**config.mk**
```make
export PLATFORM = sky130hd
export DESIGN_NAME = uart_tx
export DESIGN_NICKNAME = d
export VERILOG_FILES = /design/src/rtl/uart_tx.sv
export SDC_FILE = /design/constraint.sdc
export NUM_CORES = 1
export LEC_CHECK = 0
export CORE_MARGIN = 2
export CORE_UTILIZATION = 55
export DETAILED_ROUTE_END_ITERATION = 8
export DONT_BUFFER_PORTS = 1
export PLACE_DENSITY = 0.7
export SLEW_MARGIN = 20
export SYNTH_ARGS = -nofsm -noshare
export SYNTH_HDL_FRONTEND = slang
export SYNTH_SLANG_ARGS = --single-unit
```
**constraint.sdc**
```tcl
create_clock -name clk -period 2 [get_ports clk]
set_input_delay 0.2 -clock clk [delete_from_list [all_inputs] [get_ports clk]]
set_output_delay 0.2 -clock clk [all_outputs]
set_load 0.02 [all_outputs]
```
**src/rtl/uart_tx.sv**
```systemverilog
// UART transmitter: serialises one character per valid/ready handshake as
// start, DATA_BITS data (LSB first), optional parity, and STOP_BITS stop bits.
module uart_tx #(
    parameter int DATA_BITS  = 8,
    parameter int PARITY_EN  = 0,
    parameter int PARITY_ODD = 0,
    parameter int STOP_BITS  = 1
) (
    input  logic       clk,
    input  logic       rstn,
    input  logic       tx_valid,
    input  logic [7:0] tx_data,
    output logic       tx_ready,
    output logic       tx_br_en,
    input  logic       tx_br_stb,
    output logic       txd,
    output logic       tx_busy
);

    localparam logic [3:0] DATA_BITS_C  = 4'(DATA_BITS);
    localparam logic [3:0] STOP_BITS_C  = 4'(STOP_BITS);
    localparam logic       PARITY_EN_C  = (PARITY_EN != 0);
    localparam logic       PARITY_ODD_C = (PARITY_ODD != 0);
    localparam logic [7:0] DATA_MASK    = 8'((1 << DATA_BITS) - 1);

    typedef enum logic [2:0] {
        ST_IDLE   = 3'd0,
        ST_START  = 3'd1,
        ST_DATA   = 3'd2,
        ST_PARITY = 3'd3,
        ST_STOP   = 3'd4
    } state_t;

    state_t     state_r, state_s;
    logic [7:0] shift_r, shift_s;
    logic [3:0] cnt_r, cnt_s;
    logic       par_r, par_s;
    logic       txd_r, txd_s;
    logic       br_en_r, br_en_s;

    function automatic logic par_fold(input logic acc, input logic bit_v);
        return acc ^ bit_v;
    endfunction

    // State, datapath and registered line outputs
    always_ff @(posedge clk or negedge rstn) begin
        if (!rstn) begin
            state_r <= ST_IDLE;
            shift_r <= 8'd0;
            cnt_r   <= 4'd0;
            par_r   <= 1'b0;
            txd_r   <= 1'b1;
            br_en_r <= 1'b0;
        end else begin
            state_r <= state_s;
            shift_r <= shift_s;
            cnt_r   <= cnt_s;
            par_r   <= par_s;
            txd_r   <= txd_s;
            br_en_r <= br_en_s;
        end
    end

    // Next-state and next-output logic; the bit counter doubles as stop counter
    always_comb begin
        state_s = state_r;
        shift_s = shift_r;
        cnt_s   = cnt_r;
        par_s   = par_r;
        txd_s   = txd_r;
        br_en_s = br_en_r;
        case (state_r)
            ST_IDLE: begin
                txd_s   = 1'b1;
                br_en_s = 1'b0;
                if (tx_valid) begin
                    shift_s = tx_data & DATA_MASK;
                    cnt_s   = 4'd0;
                    par_s   = 1'b0;
                    txd_s   = 1'b0;
                    br_en_s = 1'b1;
                    state_s = ST_START;
                end else begin
                    state_s = ST_IDLE;
                end
            end
            ST_START: begin
                if (tx_br_stb) begin
                    txd_s   = shift_r[0];
                    shift_s = {1'b0, shift_r[7:1]};
                    par_s   = par_fold(par_r, shift_r[0]);
                    cnt_s   = 4'd1;
                    state_s = ST_DATA;
                end else begin
                    state_s = ST_START;
                end
            end
            ST_DATA: begin
                if (tx_br_stb) begin
                    if (cnt_r < DATA_BITS_C) begin
                        txd_s   = shift_r[0];
                        shift_s = {1'b0, shift_r[7:1]};
                        par_s   = par_fold(par_r, shift_r[0]);
                        cnt_s   = cnt_r + 4'd1;
                    end else if (PARITY_EN_C) begin
                        txd_s   = par_r ^ PARITY_ODD_C;
                        state_s = ST_PARITY;
                    end else begin
                        txd_s   = 1'b1;
                        cnt_s   = 4'd1;
                        state_s = ST_STOP;
                    end
                end else begin
                    state_s = ST_DATA;
                end
            end
            ST_PARITY: begin
                if (tx_br_stb) begin
                    txd_s   = 1'b1;
                    cnt_s   = 4'd1;
                    state_s = ST_STOP;
                end else begin
                    state_s = ST_PARITY;
                end
            end
            ST_STOP: begin
                txd_s = 1'b1;
                if (tx_br_stb) begin
                    if (cnt_r < STOP_BITS_C) begin
                        cnt_s = cnt_r + 4'd1;
                    end else begin
                        br_en_s = 1'b0;
                        state_s = ST_IDLE;
                    end
                end else begin
                    state_s = ST_STOP;
                end
            end
            default: begin
                txd_s   = 1'b1;
                br_en_s = 1'b0;
                state_s = ST_IDLE;
            end
        endcase
    end

    assign tx_ready = (state_r == ST_IDLE);
    assign tx_busy  = ~tx_ready;
    assign txd      = txd_r;
    assign tx_br_en = br_en_r;

endmodule

```
# Word-level counts from Yosys, hierarchy flattened
# Index checks and enable logic that the tools add are counted.
[op_classes]
addsub = 1
n_lt_le_gt_ge = 2
n_eq_ne = 15
muxes = 30
n_bitwise = 2
reduce_logical = 10
[ops]
columns = ["cell", "n"]
rows = [
  ["$mux W8", 4],
  ["$mux W4", 6],
  ["$pmux W8 S3", 1],
  ["$ne A2 B2 Y1 const B", 8],
  ["$pmux W4 S4", 1],
  ["$mux W3", 5],
  ["$pmux W3 S5", 1],
  ["$mux W1", 9],
  ["$eq A3 B2 Y1 const B", 2],
  ["$ne A3 B3 Y1 const B", 2],
  ["$reduce_and A3 Y1", 2],
  ["$reduce_and A6 Y1", 1],
  ["$reduce_and A5 Y1", 1],
  ["$add A4 B1 Y4 const B", 1],
  ["$lt A4 B1 Y1 const B", 1],
  ["$lt A4 B4 Y1 const B", 1],
  ["$pmux W1 S4", 1],
  ["$reduce_bool A4 Y1", 1],
  ["$eq A3 B1 Y1 const B", 1],
  ["$eq A3 B3 Y1 const B", 1],
  ["$logic_not A3 Y1", 1],
  ["$pmux W1 S3", 1],
  ["$reduce_bool A3 Y1", 1],
  ["$reduce_or A3 Y1", 1],
  ["5 further kinds", 6],
]
[totals]
ff_bits = 17
in_bits = 12
out_inout_bits = 4
elab_cells = 65

# Depth between registers and ports, before layout
# Gate-level depths: netlist (run 1).
[logic_depth]
word_depth = 4
depth_mapped = 8
depth_no_buf = 6

# Least setup slack after synthesis (run 1)
# No wires, ideal clock.
[synth_timing]
path_type = "reg2reg"
start = "reg state_r[0]"
end = "reg cnt_r[3]"
setup_ns = 0.126
arrival_ns = 1.647
t_required_ns = 1.874
path_slack_ns = 0.227
path_stages_with_launch = 9
path_buffers = 2
cell_sequence = "dfrtp_1 buf_6 or2_1 buf_6 nor2_4 inv_1 o22ai_1 o21ba_2 o32a_1"
[synth_lines]
columns = ["item", "line_no", "text"]
rows = [
  ["from (decl)", "34", "state_t state_r, state_s;"],
  ["from (signal assigned)", "55", "state_r <= state_s;"],
  ["$logic_not A3 Y1 *", "n/a", ""],
  ["named net tx_ready", "13", "output logic tx_ready,"],
  ["$reduce_bool A4 Y1 (no source line) / $ne A2 B2 Y1 (equally long branches)", "n/a", ""],
  ["$reduce_and A6 Y1 (no source line)", "n/a", ""],
  ["to (signal assigned)", "57", "cnt_r <= cnt_s;"],
  ["to (decl)", "36", "logic [3:0] cnt_r, cnt_s;"],
]
# The timed path passes the listed nets; every way through them passes the cells marked *.
# A chain may end at the register's enable or synchronous reset.

# Worst setup path in the final report (run 1)
[layout_timing]
start = "reg state_r[0]"
end = "out tx_busy"
[layout_between]
elab_chain_len = 2
[layout_lines]
columns = ["item", "line_no", "text"]
rows = [
  ["$logic_not A3 Y1", "147", "assign tx_ready = (state_r == ST_IDLE);"],
  ["named net tx_ready", "13", ""],
  ["$not A1 Y1", "148", "assign tx_busy = ~tx_ready;"],
  ["to (decl)", "17", "output logic tx_busy"],
]
# The timed path passes the listed nets, and every way through them passes these cells.

==> out/qor.csv, run 1 <==
metric,value,unit
Critical R2R Capture,cnt_r[0],
min Tclk post-route,1800,ps
"top cells by area, synth","dfrtp_1 (38%), mux2i_1 (7.5%), a21oi_1 (5.6%)",
Least-Margin Pin Slew,739,ps
Yosys top cell by area,dfrtp_1,
CP max stage cell,dfrtp_1,
overall global routing resource usage,18.5,%
dpl cells,132,
Sink Count,17,
vias in the first global route,658,
Rel. slew slack,50.6,%
GR Layer Usage met2,27.2,%
Hold WC Path Type,primary input to flip-flop,
Die X,48.1,µm
number of synthesized flops with an enable pin,0,
Max-cap violations,0,
io pins,16,
number of vias per cell,5.61,
ys flop type,dfrtp_1,
Crit Path Category,flip-flop to output pin,
DRC Markers,0,
CTS buffer count,3,
fin crit share,90.2,%
pins over their slew limit,0,
met1 usage,26.9,%
power density cells,1650,nW/µm²
post-CTS setup buffer count,0,
full die area,2310,µm²
core area,1780,µm²
initial antenna violation count,0,
global-route wire length before repair,2950,µm
crit path launch type,flip-flop,
# hold bufs at CTS,1,
Hold Fails Final Rpt,0,
"Net Count, Synth",127,
setup repair after global routing missed its margin,false,
CP cell instances,or2_1 > nor2_4 > inv_1 > buf_4,
routed length per instance,13.8,µm
layout cells sized above 1,13.4,%
origin of the critical flop-to-flop path,state_r[0],
CTS tree,yes,
row count,15,
Post-DRT Antenna Nets,0,
Leakage,0.465,nW
met3 Usage GRT,3.77,%
Port Buffers,0,
smallest hold slack,61.0,ps
crit path capture,tx_busy,
initial core utilization,59.9,%
largest net degree at the start of global routing,18,
Worst path max stage delay,490,ps
Final setup viols,0,
Peak VDD IR,1080,µV
ys async rst share,100,%
Die H,48.1,µm
r2r setup slk,200,ps
Max Freq,555,MHz
Netlist Area Pre-Place,1070,µm²
R2R depth,6,
H-tree levels,1,
status,"complete, no violations",
Fin Setup TNS,0,ps
final worst clock skew,0.973,ps
post-cts resize count,0,
DRT Pass-1 Iters,6,
Synthesis Warnings,0,
layer with the highest usage,met2,
Placer Congestion,0.810,
#FFs+latches synth,17,
Layout area overhead,3.28,%
Worst EP required,1800,ps
CTS Buffer Depth,2,
commonest cells in the netlist,"dfrtp_1 (16), a21oi_1 (12), nor2_1 (11)",
Root Buffer,clkbuf_4,
CP arrival,1600,ps
synth unique cells,39,
final net count,128,
Mapped Cells,112,
Critical path origin,state_r[0],
Congestion Overflow GR,0,
sequential-to-total area share from yosys stat,40.0,%
diode count,0,
final WL,1900,µm
"count leader, synth",dfrtp_1,
"Reg clk slew, reported paths",100,ps
Non-Filler Instances,137,
Worst Path Max Fanout,11,
detailed placement HPWL,1370,µm
total number of vias,768,
worst skew pair latency,290,ps
top cell type's share of synthesized area,37.5,%
"Avg Cell Area, Syn",9.53,µm²
drt initial violations,18,
Crit. End Element,output pin,
[layout by cell type, fill, tap and decap left out, types with 2 or more instances in the layout]
| cell type | netlist | final |
|---|---|---|
| mux2i_1 | 8 | 8 |
| buf_4 | 0 | 3 |
| inv_1 | 7 | 7 |
| nor3_1 | 3 | 3 |
| a21oi_1 | 12 | 12 |
| o21ai_0 | 5 | 5 |
| ha_1 | 3 | 3 |
| clkbuf_4 | 0 | 3 |
| nand2_1 | 6 | 6 |
| nor2b_1 | 3 | 3 |
| dfrtp_1 | 16 | 16 |
| nand3b_1 | 4 | 4 |
| nor2_1 | 11 | 11 |
| nand4bb_1 | 2 | 2 |
[cell type report]
type                       instances  area, µm²
inverter                           7       26.3
tap                               25       31.3
multi-input combinational         80        558
fill                             148        681
clock inverter                     1       5.00
clock buffer                       3       22.5
sequential                        17        427
timing repair buffer               4       32.5
[sequential cells by signal, indices dropped and copies added (netlist names)]
| signal | flops |
|---|---|
| shift_r | 8 |
| tx_br_en | 1 |
| txd | 1 |
| cnt_r | 4 |
| state_r | 3 |
[metal layers]
metal	vias up	routed length (µm)
li1	390	-
met1	352	958
met2	21	815
met3	5	94
met4	0	27
met5	-	0
[metrics by stage]
step | power, mW | util, % | worst slack [ps] | area [µm²]
4_1_cts | 1.83 | 61.8 | 202 | 1100
6_report | 1.82 | 61.8 | 197 | 1100
2_1_floorplan | 1.51 | - | 227 | 1070
3_5_place_dp | 1.63 | 59.7 | 234 | 1060
3_3_place_gp | 1.60 | 59.7 | 305 | 1060
5_1_grt | 1.97 | 61.8 | 77.6 | 1100
[power breakdown]
| group | switching, mW | total (mW) | internal (mW) |
|---|---|---|---|
| logic | 0.521 | 0.956 | 0.435 |
| clock network | 0.113 | 0.187 | 0.0745 |
| registers | 0.171 | 0.674 | 0.503 |
| total | 0.805 | 1.82 | 1.01 |
[logic make-up (layout without fill, tap and decap cells)]
kind of cell	Yosys count	count (layout)	share of synthesized area, %
simple gates	40	40	22.4
flops	17	17	40.0
xor+xnor	1	1	0.821
compound gates	28	28	18.1
buf+inv	15	15	7.74
mux	8	8	7.50
fa+ha+maj	3	3	3.52
[worst min path at each step]
stage                    start         end  slack (ps)  cells after the start
floorplan                 rstn    cnt_r[0]        -100                      0
global placement          rstn    cnt_r[1]        -100                      0
detailed placement        rstn    cnt_r[0]        -100                      0
CTS                 tx_data[7]  shift_r[7]          60                      2
global route         tx_br_stb  state_r[0]          70                      2
finish               tx_br_stb  state_r[0]          60                      2
[critical path: cells and delay by family (launching register included)]
kind	cells	cell delay, ps
AND/OR/NAND/NOR	2	560
flip-flops	1	490
buffers and inverters	2	250
(Power assumes the default switching activity.)
==> inputs of run 2 (changes only) <==
SLEW_MARGIN = 25   (was 20)
==> results of run 2 <==
Same layout as run 1: the final DEF is identical, and so are final timing and power.
==> inputs of run 3 (changes only) <==
HOLD_SLACK_MARGIN = 0.06   (was not set)
PLACE_DENSITY = 0.69   (was 0.7)
==> run 3 against run 2 <==
  * Via count down 0.26%
  * Routed wire length is 2.9% higher
  * Critical endpoint unchanged
  * Critical path type unchanged
  * Largest power group unchanged
  * Worst hold slack improved by 9.6 ps
  * Critical path depth stayed put
==> out/qor.csv, run 3 (synthesis results as in run 1) <==
metric,value,unit
status,"complete, no violations",
Layout area overhead,1.88,%
core area,1780,µm²
most frequent cells in the layout,"dfrtp_1 (16), a21oi_1 (12), nor2_1 (11), mux2i_1 (8), inv_1 (7)",
"commonest non-fill, non-tap cell in the layout",dfrtp_1,
Max-cap violations,0,
Worst Path Max Fanout,11,
largest register by flop count,shift_r,
power density cells,1640,nW/µm²
post-cts resize count,0,
pins over their slew limit,0,
final WL,1950,µm
Port Buffers,0,
number of vias per cell,5.67,
Sequential Power Share,38.3,%
initial antenna violation count,0,
detailed placement HPWL,1340,µm
Die X,48.1,µm
top flop regs,"shift_r (8), cnt_r (4), state_r (3)",
diode count,0,
crit path launch type,flip-flop,
Hold Fails Final Rpt,0,
global-route wire length before repair,3070,µm
"Reg clk slew, reported paths",110,ps
R2R depth,4,
worst skew pair latency,290,ps
initial core utilization,59.9,%
io pins,16,
Combinational Power Share,51.0,%
row count,15,
Min-Delay Startpoint,tx_br_stb,
DRT Pass-1 Iters,4,
Worst Hold Endpoint,state_r[2],
fin crit share,89.0,%
Post-DRT Antenna Nets,0,
Leakage,0.455,nW
switching pwr,0.796,mW
final worst clock skew,3.89,ps
total number of vias,766,
Rel. slew slack,48.8,%
H-tree levels,1,
Crit Path Category,flip-flop to output pin,
Max Freq,562,MHz
Root Buffer,clkbuf_4,
Least-Margin Pin Slew,765,ps
CTS tree,yes,
drt initial violations,28,
Sink Count,17,
Crit. End Element,output pin,
post-route setup slack,219,ps
Critical R2R Capture,cnt_r[2],
Congestion Overflow GR,0,
vias in the first global route,707,
largest net degree at the start of global routing,19,
full die area,2310,µm²
CTS Buffer Depth,2,
Die H,48.1,µm
Clk pwr share,10.6,%
Placer Congestion,0.882,
layout cells sized above 1,11.8,%
pre-CTS setup slack,244,ps
worst hold path depth,2,
Hold WC Path Type,primary input to flip-flop,
final net count,126,
routed length per instance,14.4,µm
max reg flops,8,
r2r setup slk,230,ps
final design area excluding fillers,1090,µm²
DRC Markers,0,
min Tclk post-route,1780,ps
CTS buffer count,3,
Sw Ratio,44.7,%
placed inst area,1050,µm²
setup repair after global routing missed its margin,false,
origin of the critical flop-to-flop path,state_r[2],
Worst EP required,1800,ps
overall global routing resource usage,19.4,%
Fin Setup TNS,0,ps
Peak VDD IR,982,µV
CP arrival,1580,ps
Final setup viols,0,
internal power,0.985,mW
==> run 3: cell types whose count changed in the layout (fill, tap and decap cells not counted), sizes merged <==
cell  before  now
buf        3    1
==> run 3: worst max-delay path by stage <==
stage	slack [ps]	from	end	cells after the start
after global placement	290	state_r[2]	cnt_r[1]	4
after floorplan	230	state_r[0]	cnt_r[3]	8
after CTS	210	state_r[0]	tx_busy	4
final	220	state_r[0]	tx_busy	4
after detailed placement	240	state_r[0]	cnt_r[0]	6
after global routing	110	state_r[2]	cnt_r[2]	4
==> run 3: final cells by class <==
| cell class | instances | area, µm² |
|---|---|---|
| inverters | 7 | 26.3 |
| clock inverters | 1 | 5.00 |
| flip-flops and latches | 17 | 427 |
| well taps | 25 | 31.3 |
| clock buffers | 3 | 22.5 |
| fillers | 156 | 696 |
| multi-input cells | 80 | 558 |
| repair buffers | 2 | 17.5 |
==> run 3: per-stage QoR <==
step                std cells  total power [mW]  hold WS, ps  util [%]
floorplan                 112              1.51        -95.6         -
global placement          130              1.57        -95.2      58.9
detailed placement        130              1.59        -95.2      58.9
CTS                       135              1.80         69.5      61.0
global route              135              1.95         62.7      61.0
finish                    135              1.78         70.6      61.0
==> run 3: power groups by stage <==
stage          clock network, mW  logic, mW  registers [mW]
6_report                   0.189      0.909           0.682
5_1_grt                    0.212       1.03           0.707
4_1_cts                    0.193      0.921           0.682
3_5_place_dp                   0      0.903           0.688
3_3_place_gp                   0      0.888           0.682
2_1_floorplan                  0      0.910           0.598
==> run 3: timing repair <==
action / 4_1_cts / 5_1_grt
hold buffers: 1 / 0
hold endpoints to repair: 17 / 0
buffers inserted: 0 / 0
==> run 3: worst max-delay path, stage by stage, from the launching register on <==
cell and delay, ps:
dfrtp_1 490, or2_1 370, nor2_4 190, inv_1 80, buf_4 160
==> run 3: metal layers <==
metal  routed length [µm]  GRT usage [%]  vias up
li1                     -              -      389
met4                   21           8.11        0
met2                  920           29.9       12
met5                    0              0        -
met1                  937           26.5      361
met3                   71           4.15        4
